<file path="src/rtl/if_fetch_if.sv">
// rtl/if_fetch_if.sv - instruction memory read bus between fetch and IM
interface if_fetch_if #(
    parameter int PC_W = 16
) ();
    logic [PC_W-1:0] im_addr;
    logic            im_rd_en;
    logic [31:0]     im_rdata;

    modport master (
        output im_addr,
        output im_rd_en,
        input  im_rdata
    );

    modport slave (
        input  im_addr,
        input  im_rd_en,
        output im_rdata
    );
endinterface

</file>
<file path="src/rtl/if_fetch.sv">
// rtl/if_fetch.sv - instruction fetch stage: PC, IM read, wrong-path squash, next-PC pipe
module if_fetch #(
    parameter int          PC_W      = 16,
    parameter logic [31:0] NOP_INSTR = 32'h5800_0000
) (
    input  logic            clk,
    input  logic            rst_n,
    input  logic            stall_IM_ID,
    input  logic            stall_ID_EX,
    input  logic            flow_change_ID_EX,
    input  logic [PC_W-1:0] dst_ID_EX,
    if_fetch_if.master      im,
    output logic [31:0]     instr,
    output logic [PC_W-1:0] nxt_pc_ID_EX
);

    logic [PC_W-1:0] pc;
    logic [PC_W-1:0] pc_inc;
    logic [PC_W-1:0] nxt_pc_IF;
    logic [PC_W-1:0] nxt_pc_IM_ID;
    logic            vld;
    logic            rd_en;

    assign pc_inc = pc + PC_W'(1);
    // A redirect must re-read even when decode is stalled so the old word is replaced.
    assign rd_en  = !stall_IM_ID | flow_change_ID_EX;

    assign im.im_addr  = pc;
    assign im.im_rd_en = rd_en;
    assign instr       = vld ? im.im_rdata : NOP_INSTR;

    always_ff @(posedge clk) begin
        if (!rst_n) begin
            pc           <= '0;
            vld          <= 1'b0;
            nxt_pc_IF    <= '0;
            nxt_pc_IM_ID <= '0;
            nxt_pc_ID_EX <= '0;
        end else begin
            if (flow_change_ID_EX)
                pc <= dst_ID_EX;
            else if (!stall_IM_ID)
                pc <= pc_inc;

            // The word latched at the redirect edge is wrong-path; decode's flush misses it.
            if (flow_change_ID_EX)
                vld <= 1'b0;
            else if (rd_en)
                vld <= 1'b1;

            if (rd_en)
                nxt_pc_IF <= pc_inc;
            if (!stall_IM_ID)
                nxt_pc_IM_ID <= nxt_pc_IF;
            if (!stall_ID_EX)
                nxt_pc_ID_EX <= nxt_pc_IM_ID;
        end
    end

endmodule

</file>
<file path="src/flat_wrapper.sv">
// flat-port wrapper written by rule: the top's interface ports become plain ports
module if_fetch_flat 
#(
    parameter int          PC_W      = 16,
    parameter logic [31:0] NOP_INSTR = 32'h5800_0000
)
  (clk, rst_n, stall_IM_ID, stall_ID_EX, flow_change_ID_EX, dst_ID_EX, instr, nxt_pc_ID_EX, im_im_addr, im_im_rd_en, im_im_rdata);
  if_fetch_if #(.PC_W(PC_W)) im_i ();
  input  logic clk;
  input  logic rst_n;
  input  logic stall_IM_ID;
  input  logic stall_ID_EX;
  input  logic flow_change_ID_EX;
  input  logic [PC_W-1:0] dst_ID_EX;
  output logic [31:0] instr;
  output logic [PC_W-1:0] nxt_pc_ID_EX;
  output wire logic [$bits(im_i.im_addr)-1:0] im_im_addr;
  output wire logic [$bits(im_i.im_rd_en)-1:0] im_im_rd_en;
  input wire logic [$bits(im_i.im_rdata)-1:0] im_im_rdata;
  assign im_im_addr = im_i.im_addr;
  assign im_im_rd_en = im_i.im_rd_en;
  assign im_i.im_rdata = im_im_rdata;
  if_fetch #(.PC_W(PC_W), .NOP_INSTR(NOP_INSTR)) u_core (.clk(clk), .rst_n(rst_n), .stall_IM_ID(stall_IM_ID), .stall_ID_EX(stall_ID_EX), .flow_change_ID_EX(flow_change_ID_EX), .dst_ID_EX(dst_ID_EX), .im(im_i), .instr(instr), .nxt_pc_ID_EX(nxt_pc_ID_EX));
endmodule
</file>
<file path="config.mk">
export PLATFORM = sky130hd
export DESIGN_NAME = if_fetch_flat
export DESIGN_NICKNAME = d
export VERILOG_FILES = /design/src/rtl/if_fetch_if.sv /design/src/rtl/if_fetch.sv /design/src/flat_wrapper.sv
export SDC_FILE = /design/constraint.sdc
export NUM_CORES = 1
export LEC_CHECK = 0
export CAP_MARGIN = 10
export CORE_MARGIN = 5
export CORE_UTILIZATION = 40
export CTS_CLUSTER_SIZE = 20
export DETAILED_ROUTE_END_ITERATION = 10
export DONT_BUFFER_PORTS = 1
export PLACE_DENSITY_LB_ADDON = 0.05
export SLEW_MARGIN = 20
export SYNTH_ARGS = -nofsm -noshare
export SYNTH_HDL_FRONTEND = slang
export SYNTH_SLANG_ARGS = --single-unit
</file>
<file path="constraint.sdc">
create_clock -name clk -period 1.91 [get_ports clk]
set_input_delay 0.382 -clock clk [delete_from_list [all_inputs] [get_ports clk]]
set_output_delay 0.382 -clock clk [all_outputs]
set_load 0.05 [all_outputs]
</file>
==> results of run 1 <==
==> worst reg2reg max path, cell delays in order (launching register included) <==
cell and delay, ps:
dfxtp_1 360, ha_1 260, nand4b_2 240, nor4_1 300, xnor2_1 170, a21oi_1 80
==> cell type report <==
| cell class | instances | area (um2) |
|---|---|---|
| sequential | 65 | 1300 |
| clock inverter | 6 | 66.3 |
| inverter | 4 | 15.0 |
| fill | 741 | 3930 |
| timing repair buffer | 54 | 405 |
| tap | 102 | 128 |
| multi-input combinational | 236 | 1660 |
| clock buffer | 10 | 138 |
==> flip-flops by register name (all words and copies together) (netlist names) <==
name and cells:
u_core.nxt_pc_IM_ID 16, u_core.nxt_pc_ID_EX 16, u_core.vld 1, u_core.nxt_pc_IF 16, u_core.im.im_addr 16
==> worst min-delay path by stage <==
stage          slack, ps                     end  depth (start not counted)
6_report             180  u_core.nxt_pc_ID_EX[0]                          1
5_1_grt              150  u_core.nxt_pc_ID_EX[0]                          1
4_1_cts              160     u_core.nxt_pc_IF[0]                          1
3_5_place_dp         490     u_core.nxt_pc_IF[3]                          1
3_3_place_gp         490     u_core.nxt_pc_IF[0]                          1
2_1_floorplan        470     u_core.nxt_pc_IF[0]                          1
==> placed cells by master, fill, tap and decap left out, types with 7 or more instances in the layout <==
cell	n
nor2_1	7
a21oi_1	22
clkbuf_8	10
nand2_1	11
o211a_1	7
dfxtp_1	65
o21ai_0	25
buf_4	54
nor2b_1	34
xnor2_1	26
and2_1	30
mux2i_1	34
==> stage by stage <==
| step | cell area [um2] | util, % |
|---|---|---|
| 3_3_place_gp | 3510 | 45.9 |
| 5_1_grt | 3710 | 48.6 |
| 3_5_place_dp | 3510 | 45.9 |
| 2_1_floorplan | 3110 | - |
| 6_report | 3710 | 48.6 |
| 4_1_cts | 3710 | 48.6 |
==> cells by family after synthesis <==
kind of cell    synth area share [%]
simple gates                    24.2
flops                           41.9
compound gates                  10.0
mux                             11.0
buf+inv                         4.71
xor+xnor                        7.89
fa+ha+maj                      0.403
==> routing by layer <==
layer	up-vias	wire [um]	part of all wire [%]	GRT usage (%)
met4	0	141	2.0	6.62
met5	-	0	0	0
li1	1216	-	-	-
met3	13	580	8.1	6.57
met2	88	3040	42	22.3
met1	1046	3410	48	19.8
==> power breakdown <==
part | switching (uW) | leakage, uW | internal (uW)
registers | 93.0 | 0.000533 | 1420
logic | 279 | 0.000894 | 174
clock network | 558 | 0.0000949 | 640
==> synth_stat cells (all sizes together), types with 5 or more instances <==
| master | n |
|---|---|
| dfxtp | 65 |
| mux2i | 34 |
| nor2b | 34 |
| and2 | 30 |
| xnor2 | 26 |
| o21ai | 25 |
| a21oi | 22 |
| clkbuf | 18 |
| buf | 11 |
| nand2 | 11 |
| nor4 | 9 |
| nand4 | 7 |
| nor2 | 7 |
| o211a | 7 |
| nor3 | 6 |
| nand3 | 5 |
==> results.toml, run 1 <==
[status]
status = "completed"

[logic_synthesis]
synth_top_cell_by_area = "dfxtp_1"
ys_ff_latch = 65
synth_warnings = 0
synth_ff_type = "dfxtp_1"
ys_top_cells_by_area = "dfxtp_1 42%, mux2i_1 11%, xnor2_1 7.3%"
synth-seq-area-share_pct = 41.9
syn-num-nets = 388
avgSynthCellArea_um2 = 9.31
syn_inst = 334
synth_top_area_share_pct = 41.9
async_reset_ff_share_pct = 0
synth-edff-count = 0
netlist_area_um2 = 3110
synthDistinctLibCells = 33

[timing]
finalHoldViolCount = 0
skew_ps = 8.29
worstMarginPinSlew_ps = 600
holdWs_ps = 182
finalMaxSlewViolations = 0
relSlewSlack_pct = 60.0
fin_crit_ps = 1610
fmax_mhz = 621
period_share_pct = 84.3
setup_viol = 0
rsz0062_at_grt = "false"
setup_tns_ps = 0
worst_slack_ps = 299

[clock_tree]
clk_path_buf_depth = 2
cts_resized = 0
clk_pin_slew_ps = 70
clock_latency_ps = 330
cts_inserted_buffers = 9
clock-sinks = 65
cts_tree = "yes"
cts-root-buf = "clkbuf_8"
cts-hold-fix-buffers = 0
htreeDepth = 3
cts_setup_buffers = 0

[finish]
fin_nets = 424
n_antenna_cell = 0
syn2layout_area_growth_pct = 19.5
drive_gt1_share_pct = 20.8
final_cells = 477

[critical_path]
critPathCapture = "instr[0]"
critical_path.most_common_cell = "buf_4"
startpoint = "u_core.vld"
path_cells = "buf_4 -> and2_1 -> buf_4"
cp_top_family = "buffers and inverters"
path_class = "reg2out"
start_kind = "flip-flop"
timing.rr.start = "u_core.im.im_addr[0]"
worstPathMaxFanout = 33
worstReg2RegEnd = "u_core.im.im_addr[14]"
rr_worst_depth = 5
reg2reg_slack_ps = 380
cp.required_ps = 1530
crit_path_end_kind = "output pin"
crit_buf_inv = 2
cp.arrival_ps = 1230
slowest_stage = "dfxtp_1"
critical_path_cell_count = 3
max_stage_delay_ps = 310

[pwr]
power_uw = 3170
vdd_drop_max_uv = 386
p_leak_uw = 0.00152
p_per_area_nw_per_um2 = 853

[floorplan]
die_w_um = 98.1
die_height_um = 98.1
rows = 32
ios = 118
coreArea_um2 = 7650
initial_core_util_pct = 40.6
fp.dieArea_um2 = 9630

[place]
post-dp-hpwl_um = 5180
routabilityCongestion = 0.885
dp.cells = 461
numPortBuffers = 0
dpl_worst_slack_ps = 372

[global_routing]
grt_pass1_wl_um = 12200
grt-ovfl-total = 0
grt_max_degree = 66
antenna_found_initial = 0
grt_pass1_vias = 2419
grt_usage_pct = 15.3

[drt]
drc = 0
num_vias = 2363
drt-vias-per-instance = 4.95
drt_pass1_iterations = 4
avgRoutedWirePerCell_um = 15.0
drt_iter0_drc = 43
wirelength_um = 7170
drtAntennaViolNets = 0

[min_path]
min-delay-start = "rst_n"
hp-class = "in2reg"

[flow_run]
cap_violations = 0
Power figures use the tool's default switching activity.
==> run 2, diff against run 1 <==
Clock period 1.91 ns to 1.39 ns, I/O delays scaled along.
==> run 2 against run 1 <==
  * The flow now finishes with violations (negative setup slack)
  * Total power up 47%
  * Register-to-register slack worse by 340 ps
  * Non-clock buffer count up 24
  * Cell count up 5.2%
  * Critical path type unchanged
  * Highest routed layer unchanged
==> results.toml, run 2 (synthesis gave the netlist of run 1 again) <==
[status]
status = "finished with violations"
violations = "negative setup slack"

[critical_path]
critPathCapture = "instr[29]"
rr_worst_depth = 5
timing.rr.start = "u_core.im.im_addr[0]"
slowest_stage = "dfxtp_4"
start_kind = "flip-flop"
reg2reg_slack_ps = 40
worstPathMaxFanout = 9
path_cells = "buf_6 -> and2_4 -> buf_12"
worstReg2RegEnd = "u_core.nxt_pc_IF[13]"
max_stage_delay_ps = 380
crit_path_end_kind = "output pin"
path_class = "reg2out"
cp.arrival_ps = 1140
startpoint = "u_core.vld"
cp.required_ps = 1110

[place]
post-dp-hpwl_um = 5980
dp.cells = 477
routabilityCongestion = 0.828
numPortBuffers = 0

[timing]
relSlewSlack_pct = 65.2
fmax_mhz = 705
fin_crit_ps = 1420
period_share_pct = 102
worstMarginPinSlew_ps = 521
finalMaxSlewViolations = 0
finalHoldViolCount = 0
worst_slack_ps = -28.3
setup_viol = 29
rsz0062_at_grt = "true"
holdWs_ps = 74.4
skew_ps = 11.8

[finish]
n_antenna_cell = 0
fin_nets = 449
regArea_um2 = 1350
final_util_pct = 60.2
mostFrequentLayoutCells = "49 x dfxtp_1, 40 x buf_4, 34 x mux2i_1, 34 x nor2b_1, 31 x buf_12"
multi_input_area_um2 = 1880
nFillCells = 669
drive_gt1_share_pct = 39.8
syn2layout_area_growth_pct = 48.0
final_common_cell = "dfxtp_1"
final_cells = 502

[drt]
avgRoutedWirePerCell_um = 16.8
wirelength_um = 8450
drt-met1-wl_um = 3610
met3WireLength_um = 442
drt_iter0_drc = 82
num_vias = 2537
drt-vias-per-instance = 5.05
dr.max_layer_used = "met4"
wl_met2_um = 4270
drc = 0
drt_pass1_iterations = 4
drtAntennaViolNets = 0

[clock_tree]
clk_pin_slew_ps = 70
clock-sinks = 65
clk_path_buf_depth = 2
cts-root-buf = "clkbuf_8"
htreeDepth = 3
cts_tree = "yes"
cts-hold-fix-buffers = 0
cts_inserted_buffers = 9
clock_latency_ps = 340

[pwr]
power_uw = 4650
vdd_drop_max_uv = 540
p_per_area_nw_per_um2 = 1010
p_leak_uw = 0.00191

[floorplan]
die_height_um = 98.1
fp.dieArea_um2 = 9630
coreArea_um2 = 7650
rows = 32
ios = 118
die_w_um = 98.1
initial_core_util_pct = 40.6

[global_routing]
grt_pass1_vias = 2558
grt_max_degree = 66
grt_pass1_wl_um = 13400
grt-ovfl-total = 0
grt_usage_pct = 17.2
antenna_found_initial = 0

[flow_run]
cap_violations = 0

[min_path]
hp-class = "in2reg"
run 2: cell types whose count changed in the layout (fill, tap and decap cells not counted), sizes merged:
cell / before / now
nand4: 7 / 8
buf: 54 / 78
clkinvlp: 3 / 1
clkbuf: 10 / 11
clkinv: 1 / 2
run 2: how the worst min path moves through the flow:
stage | from | to | slack, ps | depth (start not counted)
6_report | rst_n | u_core.nxt_pc_IM_ID[1] | 70 | 1
2_1_floorplan | dst_ID_EX[1] | u_core.im.im_addr[1] | 420 | 1
3_3_place_gp | rst_n | u_core.nxt_pc_ID_EX[5] | 420 | 1
3_5_place_dp | dst_ID_EX[2] | u_core.im.im_addr[2] | 420 | 1
4_1_cts | rst_n | u_core.im.im_addr[11] | 50 | 2
5_1_grt | rst_n | u_core.nxt_pc_IF[3] | 50 | 1
run 2: metal layers:
metal  up-vias  global-route usage [%]
met4         0                    5.57
met1      1195                    19.8
met2        69                    30.9
met5         -                       0
li1       1263                       -
met3        10                    4.50
run 2: critical path, delay by kind of cell, from the launching register on:
kind	cells	cell delay [ps]
DFF	1	380
buffers and inverters	2	270
and+or+nand+nor	1	160
run 2: per-stage QoR:
stage          setup TNS (ps)  instance area (um2)  setup WS, ps
2_1_floorplan            -188                 3280         -68.7
3_3_place_gp            -15.3                 4120         -15.3
3_5_place_dp            -80.9                 4120         -54.5
4_1_cts                 -1340                 4460         -62.9
5_1_grt                 -2360                 4600         -83.2
6_report                 -562                 4600         -28.3
run 2: cell type report:
class	count	share of cell area (%)
repair buffers	78	21.7
flip-flops and latches	65	29.4
clock buffers	11	3.54
clock inverters	5	1.31
multi-input cells	237	40.9
inverters	4	0.326
well taps	102	2.77
run 2: what timing repair did:
item | 4_1_cts | 5_1_grt
endpoints found under the setup margin | 36 | 45
cloned | 1 | 1
resized for setup | 36 | 16
pin swaps | 1 | 8
setup buffers | 1 | 6
run 2: power by group:
group | internal, uW | switching (uW)
Sequential | 1950 | 106
Combinational | 374 | 459
Clock | 993 | 766
Total | 3320 | 1330
